File: src/rtl/text_mem_loader_pkg.sv
// Shared types and defaults for the text memory loader and its readers.
package text_mem_pkg;

    localparam int ADDR_W_DEF = 8;
    localparam int DATA_W_DEF = 8;

    localparam logic [7:0] TERM_CHAR_DEF = 8'h00;
    localparam logic [7:0] PRINT_LO      = 8'h20;
    localparam logic [7:0] PRINT_HI      = 8'h7E;

    typedef enum logic [1:0] {
        IDLE = 2'd0,
        LOAD = 2'd1,
        TERM = 2'd2,
        DONE = 2'd3
    } state_t;

endpackage

File: src/rtl/text_mem_loader_if.sv
// Byte-stream input and memory write-port bundle of the text memory loader.
// dropped_cnt exists only when ASCII_FILTER_EN is defined.
interface text_mem_loader_if #(
    parameter int ADDR_W = 8,
    parameter int DATA_W = 8
);
    logic              start;
    logic [DATA_W-1:0] in_data;
    logic              in_valid;
    logic              in_ready;
    logic              mem_we;
    logic [ADDR_W-1:0] mem_waddr;
    logic [DATA_W-1:0] mem_din;
    logic              busy;
    logic              done;
    logic              overflow;
    logic [ADDR_W-1:0] length;
`ifdef ASCII_FILTER_EN
    logic [ADDR_W-1:0] dropped_cnt;
`endif

    modport master (
        output start, in_data, in_valid,
        input  in_ready, mem_we, mem_waddr, mem_din,
        input  busy, done, overflow, length
`ifdef ASCII_FILTER_EN
        , input dropped_cnt
`endif
    );

    modport slave (
        input  start, in_data, in_valid,
        output in_ready, mem_we, mem_waddr, mem_din,
        output busy, done, overflow, length
`ifdef ASCII_FILTER_EN
        , output dropped_cnt
`endif
    );

endinterface

File: src/rtl/text_mem_loader_chk.sv
// Combinational printable-ASCII range check used by the optional input filter.
module ascii_printable_chk
    import text_mem_pkg::*;
#(
    parameter int DATA_W = 8
) (
    input  logic [DATA_W-1:0] i_ch,
    output logic              o_ok
);

    assign o_ok = (i_ch >= DATA_W'(PRINT_LO)) && (i_ch <= DATA_W'(PRINT_HI));

endmodule

File: src/rtl/text_mem_loader.sv
// Streams ASCII bytes into the text memory from address 0 and terminates the string.
// Define ASCII_FILTER_EN to drop non-printable bytes and expose dropped_cnt.
module text_mem_loader
    import text_mem_pkg::*;
#(
    parameter int                ADDR_W    = ADDR_W_DEF,
    parameter int                DATA_W    = DATA_W_DEF,
    parameter logic [DATA_W-1:0] TERM_CHAR = DATA_W'(TERM_CHAR_DEF)
) (
    input logic              clk,
    input logic              rst,
    text_mem_loader_if.slave bus
);

    localparam logic [ADDR_W-1:0] PTR_MAX = '1;

    state_t            r_state;
    logic [ADDR_W-1:0] r_wr_ptr;
    logic [ADDR_W-1:0] r_waddr;
    logic [ADDR_W-1:0] r_length;
    logic [DATA_W-1:0] r_din;
    logic              r_we;
    logic              r_done;
    logic              r_overflow;

    logic w_ready;
    logic w_acc;
    logic w_keep;
    logic w_is_term;
    logic w_restart;

    assign w_ready   = (r_state == LOAD) && (r_wr_ptr != PTR_MAX);
    assign w_acc     = bus.in_valid && w_ready;
    assign w_is_term = (bus.in_data == TERM_CHAR);
    assign w_restart = bus.start && ((r_state == IDLE) || (r_state == DONE));

`ifdef ASCII_FILTER_EN
    logic              w_printable;
    logic [ADDR_W-1:0] r_dropped;

    ascii_printable_chk #(
        .DATA_W (DATA_W)
    ) u_chk (
        .i_ch (bus.in_data),
        .o_ok (w_printable)
    );

    // Dropped bytes are still consumed, so the sender never stalls on them.
    assign w_keep = w_printable || w_is_term;

    always_ff @(posedge clk or posedge rst) begin
        if (rst) begin
            r_dropped <= '0;
        end else if (w_restart) begin
            r_dropped <= '0;
        end else if (w_acc && !w_keep && (r_dropped != '1)) begin
            r_dropped <= r_dropped + 1'b1;
        end
    end

    assign bus.dropped_cnt = r_dropped;
`else
    assign w_keep = 1'b1;
`endif

    always_ff @(posedge clk or posedge rst) begin
        if (rst) begin
            r_state    <= IDLE;
            r_wr_ptr   <= '0;
            r_waddr    <= '0;
            r_din      <= '0;
            r_we       <= 1'b0;
            r_done     <= 1'b0;
            r_overflow <= 1'b0;
            r_length   <= '0;
        end else begin
            r_we <= 1'b0;
            unique case (r_state)
                IDLE, DONE: begin
                    if (w_restart) begin
                        r_state    <= LOAD;
                        r_wr_ptr   <= '0;
                        r_done     <= 1'b0;
                        r_overflow <= 1'b0;
                        r_length   <= '0;
                    end
                end
                LOAD: begin
                    if (r_wr_ptr == PTR_MAX) begin
                        r_state <= TERM;
                    end else if (w_acc && w_keep) begin
                        r_we     <= 1'b1;
                        r_waddr  <= r_wr_ptr;
                        r_din    <= bus.in_data;
                        r_wr_ptr <= r_wr_ptr + 1'b1;
                        if (w_is_term) begin
                            r_state  <= DONE;
                            r_done   <= 1'b1;
                            r_length <= r_wr_ptr;
                        end
                    end
                end
                TERM: begin
                    // Capacity reached: force the terminator into the last word.
                    r_we       <= 1'b1;
                    r_waddr    <= PTR_MAX;
                    r_din      <= TERM_CHAR;
                    r_done     <= 1'b1;
                    r_overflow <= 1'b1;
                    r_length   <= PTR_MAX;
                    r_state    <= DONE;
                end
                default: r_state <= IDLE;
            endcase
        end
    end

    assign bus.in_ready  = w_ready;
    assign bus.mem_we    = r_we;
    assign bus.mem_waddr = r_waddr;
    assign bus.mem_din   = r_din;
    assign bus.busy      = (r_state == LOAD) || (r_state == TERM);
    assign bus.done      = r_done;
    assign bus.overflow  = r_overflow;
    assign bus.length    = r_length;

endmodule
File: src/flat_wrapper.sv
// flat-port wrapper written by rule: the top's interface ports become plain ports
module text_mem_loader_flat import text_mem_pkg::*;
#(
    parameter int                ADDR_W    = ADDR_W_DEF,
    parameter int                DATA_W    = DATA_W_DEF,
    parameter logic [DATA_W-1:0] TERM_CHAR = DATA_W'(TERM_CHAR_DEF)
)
  (clk, rst, bus_start, bus_in_data, bus_in_valid, bus_in_ready, bus_mem_we, bus_mem_waddr, bus_mem_din, bus_busy, bus_done, bus_overflow, bus_length);
  text_mem_loader_if #(.ADDR_W(ADDR_W), .DATA_W(DATA_W)) bus_i ();
  input logic clk;
  input logic rst;
  input wire logic [$bits(bus_i.start)-1:0] bus_start;
  input wire logic [$bits(bus_i.in_data)-1:0] bus_in_data;
  input wire logic [$bits(bus_i.in_valid)-1:0] bus_in_valid;
  output wire logic [$bits(bus_i.in_ready)-1:0] bus_in_ready;
  output wire logic [$bits(bus_i.mem_we)-1:0] bus_mem_we;
  output wire logic [$bits(bus_i.mem_waddr)-1:0] bus_mem_waddr;
  output wire logic [$bits(bus_i.mem_din)-1:0] bus_mem_din;
  output wire logic [$bits(bus_i.busy)-1:0] bus_busy;
  output wire logic [$bits(bus_i.done)-1:0] bus_done;
  output wire logic [$bits(bus_i.overflow)-1:0] bus_overflow;
  output wire logic [$bits(bus_i.length)-1:0] bus_length;
  assign bus_i.start = bus_start;
  assign bus_i.in_data = bus_in_data;
  assign bus_i.in_valid = bus_in_valid;
  assign bus_in_ready = bus_i.in_ready;
  assign bus_mem_we = bus_i.mem_we;
  assign bus_mem_waddr = bus_i.mem_waddr;
  assign bus_mem_din = bus_i.mem_din;
  assign bus_busy = bus_i.busy;
  assign bus_done = bus_i.done;
  assign bus_overflow = bus_i.overflow;
  assign bus_length = bus_i.length;
  text_mem_loader #(.ADDR_W(ADDR_W), .DATA_W(DATA_W), .TERM_CHAR(TERM_CHAR)) u_core (.clk(clk), .rst(rst), .bus(bus_i));
endmodule
File: config.mk
export PLATFORM = sky130hd
export DESIGN_NAME = text_mem_loader_flat
export DESIGN_NICKNAME = d
export VERILOG_FILES = /design/src/rtl/text_mem_loader_pkg.sv /design/src/rtl/text_mem_loader_if.sv /design/src/rtl/text_mem_loader_chk.sv /design/src/rtl/text_mem_loader.sv /design/src/flat_wrapper.sv
export SDC_FILE = /design/constraint.sdc
export NUM_CORES = 1
export LEC_CHECK = 0
export BUFFER_PORTS_ARGS = -buffer_cell sky130_fd_sc_hd__buf_2
export CAP_MARGIN = 25
export CORE_UTILIZATION = 40
export DETAILED_ROUTE_END_ITERATION = 6
export PLACE_DENSITY = 0.67
export SYNTH_ARGS = -nofsm -noshare
export SYNTH_HDL_FRONTEND = slang
export SYNTH_HIERARCHICAL = 1
export SYNTH_SLANG_ARGS = --single-unit
File: constraint.sdc
create_clock -name clk -period 2.3 [get_ports clk]
set_input_delay 0 -clock clk [delete_from_list [all_inputs] [get_ports clk]]
set_output_delay 0 -clock clk [all_outputs]
set_load 0.1 [all_outputs]
* Word-level counts from Yosys, hierarchy flattened *
Cells that the tools add are included.

storage, ports and cells
  flip-flop bits (word level) = 37
  bits of input ports = 12
  word-level logic and storage cells = 64

cells by class
  add/subtract/negate cells = 1
  equality and inequality tests = 11
  multiplexer cells = 28
  reduce and logical (&&, ||, !) cells = 16

operators with widths
  cell                                                                      count
  8-bit two-way mux                                                         10
  8-bit case mux with 2 select lines                                        3
  8-bit case mux with 3 select lines                                        1
  8-bit by 1-bit adder with 8-bit output (second input constant)            1
  8-bit equality test (second input constant)                               1
  8-bit logical NOT                                                         1
  2-bit two-way mux                                                         4
  8-bit inequality test (second input constant)                             1
  4-bit AND reduction                                                       2
  1-bit two-way mux                                                         6
  2-bit by 1-bit inequality test with 1-bit output (second input constant)  3
  3-bit by 2-bit inequality test with 1-bit output (second input constant)  2
  2-bit case mux with 3 select lines                                        1
  3-bit AND reduction                                                       2
  2-bit nonzero test                                                        3
  2-bit equality test (second input constant)                               2
  1-bit case mux with 2 select lines                                        2
  1-bit logical AND                                                         3
  1-bit case mux with 3 select lines                                        1
  2-bit by 1-bit equality test with 1-bit output (second input constant)    1
  2-bit logical NOT                                                         1
  1-bit logical OR                                                          2
  2-bit inequality test (second input constant)                             1
  2-bit AND reduction                                                       1
  2-bit OR reduction                                                        1

* Depth between registers and ports, before layout *
Gate-level depths: netlist of the first run.

  word-level depth = 6
  depth in mapped cells = 7
  mapped depth without buffers = 6

* Worst setup path before layout of the first run *
OpenSTA, ideal clock, no wires.

  path kind = reg2reg
  start = register u_core.r_wr_ptr[0]
  end = register u_core.r_waddr[0], in the netlist u_core/bus.mem_waddr[0]
  setup time = 0.123 ns
  arrival = 3.287 ns
  required time = 2.177 ns
  path slack = -1.110 ns
  cell stages (with the launch flop) = 6
  path buffers = 0
  period minus slack after synthesis = 3.410 ns
  cell sequence = dfrtp_1 > ha_1 > and4_1 > a21oi_1 > nand3_1 > o22a_1

on the way
  word-level cells in the longest chain between the ends = 5

ends and longest elaborated chain
  element                                                     RTL line               text
  from (decl)                                                 text_mem_loader.sv:18  logic [ADDR_W-1:0] r_wr_ptr;
  from (signal assigned)                                      text_mem_loader.sv:95  r_wr_ptr <= r_wr_ptr + 1'b1;
  8-bit inequality test                                       text_mem_loader.sv:32  assign w_ready = (r_state == LOAD) && (r_wr_ptr != PTR_MAX);
  1-bit logical AND                                           text_mem_loader.sv:32
  named net bus_in_ready                                      flat_wrapper.sv:15     output wire logic [$bits(bus_i.in_ready)-1:0] bus_in_ready;
  1-bit logical AND                                           text_mem_loader.sv:33  assign w_acc = bus.in_valid && w_ready;
  2-bit by 1-bit inequality test with 1-bit output (no line)  -
  3-bit AND reduction (no line)                               -
  to (signal assigned)                                        text_mem_loader.sv:93  r_waddr <= r_wr_ptr;
  to (decl)                                                   text_mem_loader.sv:19  logic [ADDR_W-1:0] r_waddr;

The timed path passes the listed nets, and every way through them passes these cells. The select of a mux whose other input is x is not followed.
A chain may end at the register's enable or synchronous reset.

* Final worst setup path of the first run *
  start = register u_core.r_wr_ptr[1]
  end = register u_core.r_length[0], in the netlist u_core/bus.length[0]

on the way
  word-level cells in the longest chain between the ends = 5

ends and longest elaborated chain
  element                                                     RTL line               text
  8-bit inequality test                                       text_mem_loader.sv:32
  1-bit logical AND                                           text_mem_loader.sv:32
  1-bit logical AND                                           text_mem_loader.sv:33
  2-bit by 1-bit inequality test with 1-bit output (no line)  -
  4-bit AND reduction (no line) *                             -
  to (signal assigned)                                        text_mem_loader.sv:99  r_length <= r_wr_ptr;
  to (decl)                                                   text_mem_loader.sv:20  logic [ADDR_W-1:0] r_length;

Mark *: on every way between the ends. The rest lies on a longest branch, timed or not.

==> results.json, run 1 <==
{
  "timing.rr.start": "u_core/r_wr_ptr[1]",
  "yosys-top-cells-area": "dfrtp_1 (54%), mux2_2 (5.9%), a22o_1 (4.1%)",
  "setup_viol": 0,
  "reg2regPathDepth": 5,
  "clock_latency_ps": 280,
  "start_util_pct": 42.3,
  "dp_hpwl_um": 2930,
  "syn2layout_area_growth_pct": 27.5,
  "final_hold_viol_count": 0,
  "drt_wl_total_um": 3970,
  "fin_ws_ps": 162,
  "fmax_ghz": 0.468,
  "tightest_slew_ps": 646,
  "regArea_um2": 926,
  "layout-drive-gt1-share_pct": 31.3,
  "instances_no_fill": 264,
  "ys_seq_area_share_pct": 53.9,
  "relSlewSlack_pct": 56.9,
  "status": "completed",
  "drtIter0Drc": 87,
  "fillers": 355,
  "postSynthAreaPerCell_um2": 11.1,
  "worstSetupPathType": "flip-flop to flip-flop",
  "synthTopCellsByCount": "dfrtp_1 (37), nor2_1 (18), mux2_2 (9)",
  "multi_input_area_um2": 744,
  "dp_slack_ps": 169,
  "syn_nets": 170,
  "fp.dieArea_mm2": 0.00456,
  "drt_pass1_iterations": 5,
  "ios": 41,
  "timing.final.max_slew_violations": 0,
  "final.setup.tns_ps": 0,
  "rows": 23,
  "grt_pass1_vias": 1374,
  "yosysMostFrequentCell": "dfrtp_1",
  "cts-htree-levels": 2,
  "portBuffers": 40,
  "antenna_left": 0,
  "cp-start-kind": "flip-flop",
  "post-route-min-period_ps": 2140,
  "die_w_um": 67.5,
  "finalClockSkew_ps": 4.90,
  "track_usage_pct": 19.0,
  "overflow": 0,
  "reg2reg_to": "u_core/bus.length[0]",
  "crit_required_ps": 2470,
  "vias": 1427,
  "syn_inst": 155,
  "coreArea_mm2": 0.00406,
  "syn_area_mm2": 0.00172,
  "antenna_cells_inserted": 0,
  "root_buffer": "clkbuf_8",
  "cp.arrival_ps": 2300,
  "drv_cap": 0,
  "dp.cells": 248,
  "netlist.area_leader.share_pct": 53.9,
  "synth_ff_type": "dfrtp_1",
  "rsz0062_at_grt": "no",
  "synth_area_leader_cell": "dfrtp_1",
  "synth.distinct_cells": 40,
  "routed_via_density": 5.41,
  "ys_async_sr_fraction_pct": 100,
  "ys_ff_latch": 37,
  "synth_edf_count": 0,
  "path_max_fanout": 10,
  "gp_congestion": 0.904,
  "min_from": "bus_in_valid",
  "holdPathStages": 3,
  "grt_max_degree": 22,
  "wire_per_inst_um": 15.0,
  "clockBufferDepth": 2,
  "ff2ff_setup_slack_ps": 160,
  "hold_class": "input port to flip-flop",
  "cts_tree": "yes",
  "drc": 0,
  "numCtsBuffers": 5,
  "antenna_found_initial": 0,
  "min_to": "u_core/r_wr_ptr[2]",
  "die_h_um": 67.5,
  "finalCritPeriodShare_pct": 92.9,
  "ys_warn_count": 6,
  "nets": 229,
  "worst_hold_slack_ps": 78.8,
  "cts_sinks": 37,
  "cp-end-kind": "flip-flop",
  "grt_pass1_wl_um": 6400,
  "cts_setup_buffers": 0,
  "cts.clk_slew.worst_paths_ps": 70
}
state kept, by name, indices dropped and copies added, names as in the netlist:
signal,cells
u_core/bus.done,1
u_core/bus.mem_din,8
u_core/r_state,2
u_core/bus.mem_we,1
u_core/bus.overflow,1
u_core/r_wr_ptr,8
u_core/bus.mem_waddr,8
u_core/bus.length,8
worst max-delay path by stage:
| stage | startpoint | endpoint | slack (ps) |
|---|---|---|---|
| after global placement | u_core/r_wr_ptr[1] | u_core/bus.done | 260 |
| after detailed placement | u_core/r_wr_ptr[1] | u_core/bus.length[3] | 170 |
| after global routing | u_core/r_state[0] | u_core/bus.length[6] | 60 |
| after CTS | u_core/r_wr_ptr[1] | u_core/bus.length[0] | 160 |
| after floorplan | u_core/r_wr_ptr[0] | u_core/bus.mem_waddr[0] | 110 |
| final | u_core/r_wr_ptr[1] | u_core/bus.length[0] | 160 |
logic make-up after synthesis:
kind of cell,after synthesis,share of synthesized area [%]
multiplexers,9,5.90
flip-flops,37,53.9
adder cells (fa/ha/maj),3,2.19
buffers and inverters,11,3.35
AO/OA/AOI/OAI,49,20.4
AND/OR/NAND/NOR,46,14.2
what timing repair did:
action	CTS	global route
hold endpoints to repair	24	0
endpoints found under the setup margin	0	0
resized for setup	0	0
hold buffers	9	0
worst max-delay path: stages, from the launching register on:
cell,delay (ps)
dfrtp_1,420
ha_1,230
and4_1,260
and3_1,320
nor3_4,400
mux2_2,390
through the flow:
step | cell area, um^2 | util [%]
floorplan | 1730 | -
global placement | 2010 | 49.6
detailed placement | 2010 | 49.6
CTS | 2190 | 53.9
global route | 2190 | 53.9
finish | 2190 | 53.9
metal layers:
metal | up-vias | global-route usage, % | part of all wire [%]
met5 | - | 0 | 0
met4 | 0 | 6.65 | 0.20
met2 | 47 | 30.1 | 47
li1 | 698 | - | -
met3 | 2 | 4.05 | 5.2
met1 | 680 | 25.6 | 48
placed cells by master (no fill, tap or decap), types with 2 or more instances in the layout:
cell	synthesis	routed
nand3_1	5	5
nand2_1	6	6
nor2_1	18	18
o22a_1	7	7
buf_2	1	40
and2_1	2	2
and3_1	2	2
buf_4	0	7
dfrtp_1	37	37
inv_1	6	6
nor4_1	2	2
mux2_2	9	9
o21ai_1	2	2
o21ai_0	7	7
clkbuf_8	0	6
and4_1	2	2
a22o_1	8	8
a21oi_1	8	7
o31ai_1	7	7
dlygate4sd3_1	0	9
ha_1	3	3
cell type report:
type | instances | share of cell area, %
clock buffers | 7 | 3.95
inverters | 7 | 1.20
multi-input cells | 107 | 34.0
flip-flops and latches | 37 | 42.3
well taps | 50 | 2.86
repair buffers | 56 | 15.7
Power of run 1 is left out: the tool's default activity adds up to more than one toggle a clock period on the data nets, which glitch-free logic cannot reach.
==> run 2: changes to the inputs <==
Settings changed: CELL_PAD_IN_SITES_DETAIL_PLACEMENT set to 1, CELL_PAD_IN_SITES_GLOBAL_PLACEMENT set to 2, CORE_UTILIZATION 40 to 33, HOLD_SLACK_MARGIN set to 0.12, PLACE_DENSITY 0.67 to 0.83.
==> run 2 against run 1 <==
Compared with the run above: design area rose by 2.4%; clock-buffer cell count fell by 1; core utilization fell by 7.7 points; largest cell class unchanged; highest routed layer unchanged.
==> results.json, run 2 (synthesis results as in run 1) <==
{
  "fmax_ghz": 0.458,
  "wl_met3_um": 183,
  "cp-end-kind": "flip-flop",
  "cts-htree-levels": 2,
  "grt_pass1_wl_um": 7960,
  "vias": 1474,
  "worst_hold_slack_ps": 362,
  "tightest_slew_ps": 515,
  "path_max_fanout": 9,
  "timing.final.max_slew_violations": 0,
  "utilization_pct": 46.2,
  "wire_per_inst_um": 16.3,
  "die_w_um": 74.1,
  "cts_hold_buf": 11,
  "antenna_cells_inserted": 0,
  "cts_setup_buffers": 0,
  "cts_sinks": 37,
  "rsz0062_at_grt": "no",
  "final_hold_viol_count": 0,
  "cts_tree": "yes",
  "status": "completed",
  "layout_commonest_cell": "buf_2",
  "start_util_pct": 35.4,
  "critPathBufInv": 0,
  "cp_cell_sequence": "ha_1, and4_1, and3_1, nor3_4, mux2_2",
  "drtIter0Drc": 73,
  "crit_required_ps": 2470,
  "top_layer": "met4",
  "route.met2.wl_um": 2310,
  "reg2reg_to": "u_core/bus.length[7]",
  "finalCritPeriodShare_pct": 94.9,
  "ios": 41,
  "antenna_left": 0,
  "layout-drive-gt1-share_pct": 32.0,
  "numCtsBuffers": 5,
  "ff2ff_setup_slack_ps": 120,
  "root_buffer": "clkbuf_8",
  "relSlewSlack_pct": 65.3,
  "drv_cap": 0,
  "antenna_found_initial": 0,
  "dp_hpwl_um": 3410,
  "drt_wl_total_um": 4670,
  "setup_viol": 0,
  "gp_congestion": 0.803,
  "final_cell_mix": "buf_2 (40), dfrtp_1 (37), nor2_1 (18)",
  "met1_length_um": 2140,
  "worstSetupPathType": "flip-flop to flip-flop",
  "rows": 25,
  "die_h_um": 74.1,
  "cp-start-kind": "flip-flop",
  "final.setup.tns_ps": 0,
  "reg2regPathDepth": 5,
  "path_delay_family": "simple AND/OR/NAND/NOR gates",
  "drc": 0,
  "nets": 233,
  "fp.dieArea_mm2": 0.00549,
  "clock_latency_ps": 290,
  "portBuffers": 40,
  "syn2layout_area_growth_pct": 30.5,
  "coreArea_mm2": 0.00485,
  "timing.rr.start": "u_core/r_wr_ptr[0]",
  "post-route-min-period_ps": 2180,
  "cts.clk_slew.worst_paths_ps": 70,
  "critPathMaxStageDelay_ps": 450,
  "hold_class": "input port to asynchronous set/reset pin",
  "drt_pass1_iterations": 4,
  "cp.arrival_ps": 2360,
  "overflow": 0,
  "slowest_stage": "dfrtp_1",
  "routed_via_density": 5.15,
  "grt_pass1_vias": 1595,
  "clockBufferDepth": 2,
  "track_usage_pct": 19.2,
  "grt_max_degree": 38,
  "finalClockSkew_ps": 7.20,
  "cts-resized-gates": 0
}
[run 2: layout make-up]
cell class / instances / area (um^2)
Sequential cell: 37 / 926
Tap cell: 67 / 83.8
Fill cell: 547 / 2610
Clock buffer: 6 / 72.6
Inverter: 7 / 26.3
Clock inverter: 2 / 10.0
Timing Repair Buffer: 60 / 378
Multi-Input combinational cell: 107 / 744
[run 2: worst reg2reg max path, cell delays in order, from the launching register on]
cell and delay, ps:
dfrtp_1 450, ha_1 270, and4_1 270, and3_1 300, nor3_4 380, mux2_2 400
[run 2: worst max path at each step]
stage	startpoint	end	slack [ps]	depth (start not counted)
after floorplan	u_core/r_wr_ptr[0]	u_core/bus.mem_waddr[0]	110	5
after CTS	u_core/r_wr_ptr[0]	u_core/bus.length[7]	90	5
after global placement	u_core/r_wr_ptr[0]	u_core/bus.done	250	5
after detailed placement	u_core/r_wr_ptr[0]	u_core/bus.length[3]	120	5
after global routing	u_core/r_wr_ptr[0]	u_core/bus.length[3]	9	5
final	u_core/r_wr_ptr[0]	u_core/bus.length[7]	120	5
[run 2: routing by layer]
metal  up-vias  track usage [%]
met5         -                0
met4         0             5.77
met3         4             4.74
met2        34             31.8
met1       734             24.8
li1        702                -
[run 2: through the flow]
step / instances / cell area, um^2 / setup WS, ps
floorplan: 155 / 1730 / 110
global placement: 267 / 2050 / 247
detailed placement: 267 / 2050 / 119
CTS: 286 / 2240 / 94.6
global route: 286 / 2240 / 9.00
finish: 286 / 2240 / 117
Power of run 2 is left out for the same reason.
==> run 3: changes to the inputs <==
Settings changed: CORE_ASPECT_RATIO set to 0.7.
==> run 3 against run 2 <==
Compared with the run above: die area is essentially flat; core utilization grew 0.58 points; design area grew 2.1%; final cell count grew 1.4%.
==> results.json, run 3 (synthesis results as in run 1) <==
{
  "tightest_slew_ps": 557,
  "clock_latency_ps": 290,
  "post-route-min-period_ps": 2140,
  "cts-htree-levels": 2,
  "fp.dieArea_mm2": 0.00550,
  "cts_setup_buffers": 0,
  "fmax_ghz": 0.467,
  "clockBufferDepth": 2,
  "portBuffers": 40,
  "root_buffer": "clkbuf_8",
  "syn2layout_area_growth_pct": 33.2,
  "worstSetupPathType": "flip-flop to flip-flop",
  "path_max_fanout": 9,
  "vias": 1510,
  "finalClockSkew_ps": 7.12,
  "reg2reg_to": "u_core/bus.length[5]",
  "start_util_pct": 35.1,
  "dp_hpwl_um": 3540,
  "final_cell_mix": "buf_2 (40), dfrtp_1 (37), nor2_1 (18)",
  "final.setup.tns_ps": 0,
  "numCtsBuffers": 5,
  "setup_viol": 0,
  "cts_tree": "yes",
  "die_h_um": 62.3,
  "cts-resized-gates": 0,
  "antenna_cells_inserted": 0,
  "cp_cell_sequence": "ha_1, and4_1, and3_1, nor3_4, mux2_2",
  "drtIter0Drc": 85,
  "routed_via_density": 5.21,
  "drv_cap": 0,
  "crit_required_ps": 2480,
  "startpoint": "u_core/r_wr_ptr[0]",
  "overflow": 0,
  "wire_per_inst_um": 17.8,
  "drc": 0,
  "die_w_um": 88.2,
  "ios": 41,
  "hold_class": "input port to asynchronous set/reset pin",
  "status": "completed",
  "antenna_found_initial": 0,
  "ff2ff_setup_slack_ps": 160,
  "rows": 21,
  "cts_hold_buf": 11,
  "relSlewSlack_pct": 62.6,
  "grt_pass1_vias": 1674,
  "cts.clk_slew.worst_paths_ps": 80,
  "cp.arrival_ps": 2320,
  "grt_max_degree": 38,
  "coreArea_mm2": 0.00489,
  "final_hold_viol_count": 0,
  "grt_pass1_wl_um": 8850,
  "nets": 235,
  "layout-drive-gt1-share_pct": 32.6,
  "timing.final.max_slew_violations": 0,
  "cp-start-kind": "flip-flop",
  "layout_commonest_cell": "buf_2",
  "reg2regPathDepth": 5,
  "antenna_left": 0,
  "rsz0062_at_grt": "no",
  "gp_congestion": 0.834,
  "timing.rr.start": "u_core/r_wr_ptr[0]",
  "critPathMaxStageDelay_ps": 450,
  "cp-end-kind": "flip-flop",
  "slowest_stage": "dfrtp_1",
  "drt_wl_total_um": 5160,
  "finalCritPeriodShare_pct": 93.2,
  "drt_pass1_iterations": 4,
  "cts_sinks": 37,
  "track_usage_pct": 21.2
}
==> run 3: metal layers <==
metal / part of all wire (%) / global-route usage [%]
met4: 1.7 / 6.65
met3: 2.9 / 4.26
met2: 47 / 33.2
met1: 48 / 29.5
met5: 0 / 0
==> run 3: worst max path at each step <==
stage / end / slack [ps] / cells after the start
finish: u_core/bus.length[5] / 160 / 5
global route: u_core/bus.length[5] / 20 / 5
CTS: u_core/bus.length[7] / 140 / 5
detailed placement: u_core/bus.length[5] / 150 / 5
global placement: u_core/bus.length[6] / 270 / 5
floorplan: u_core/bus.mem_waddr[0] / 110 / 5
==> run 3: worst max-delay path, delay by kind of cell, from the launching register on <==
kind	cells	cell delay (ps)
muxes	1	390
adders and majority gates	1	270
DFF	1	450
and+or+nand+nor	3	910
==> run 3: layout make-up <==
class	instances	area, um^2
Clock buffer	6	72.6
Sequential cell	37	926
Tap cell	69	86.3
Multi-Input combinational cell	107	744
Clock inverter	2	38.8
Fill cell	573	2600
Inverter	7	26.3
Timing Repair Buffer	62	393
==> run 3: per-stage QoR <==
step / setup WS [ps] / hold slack [ps] / area, um^2 / util [%] / std cells
floorplan: 110 / 133 / 1730 / - / 155
CTS: 144 / 377 / 2290 / 46.8 / 290
global placement: 268 / 122 / 2070 / 42.3 / 271
detailed placement: 150 / 143 / 2070 / 42.3 / 271
global route: 21.3 / 419 / 2290 / 46.8 / 290
finish: 157 / 360 / 2290 / 46.8 / 290
Power of run 3 is left out for the same reason.
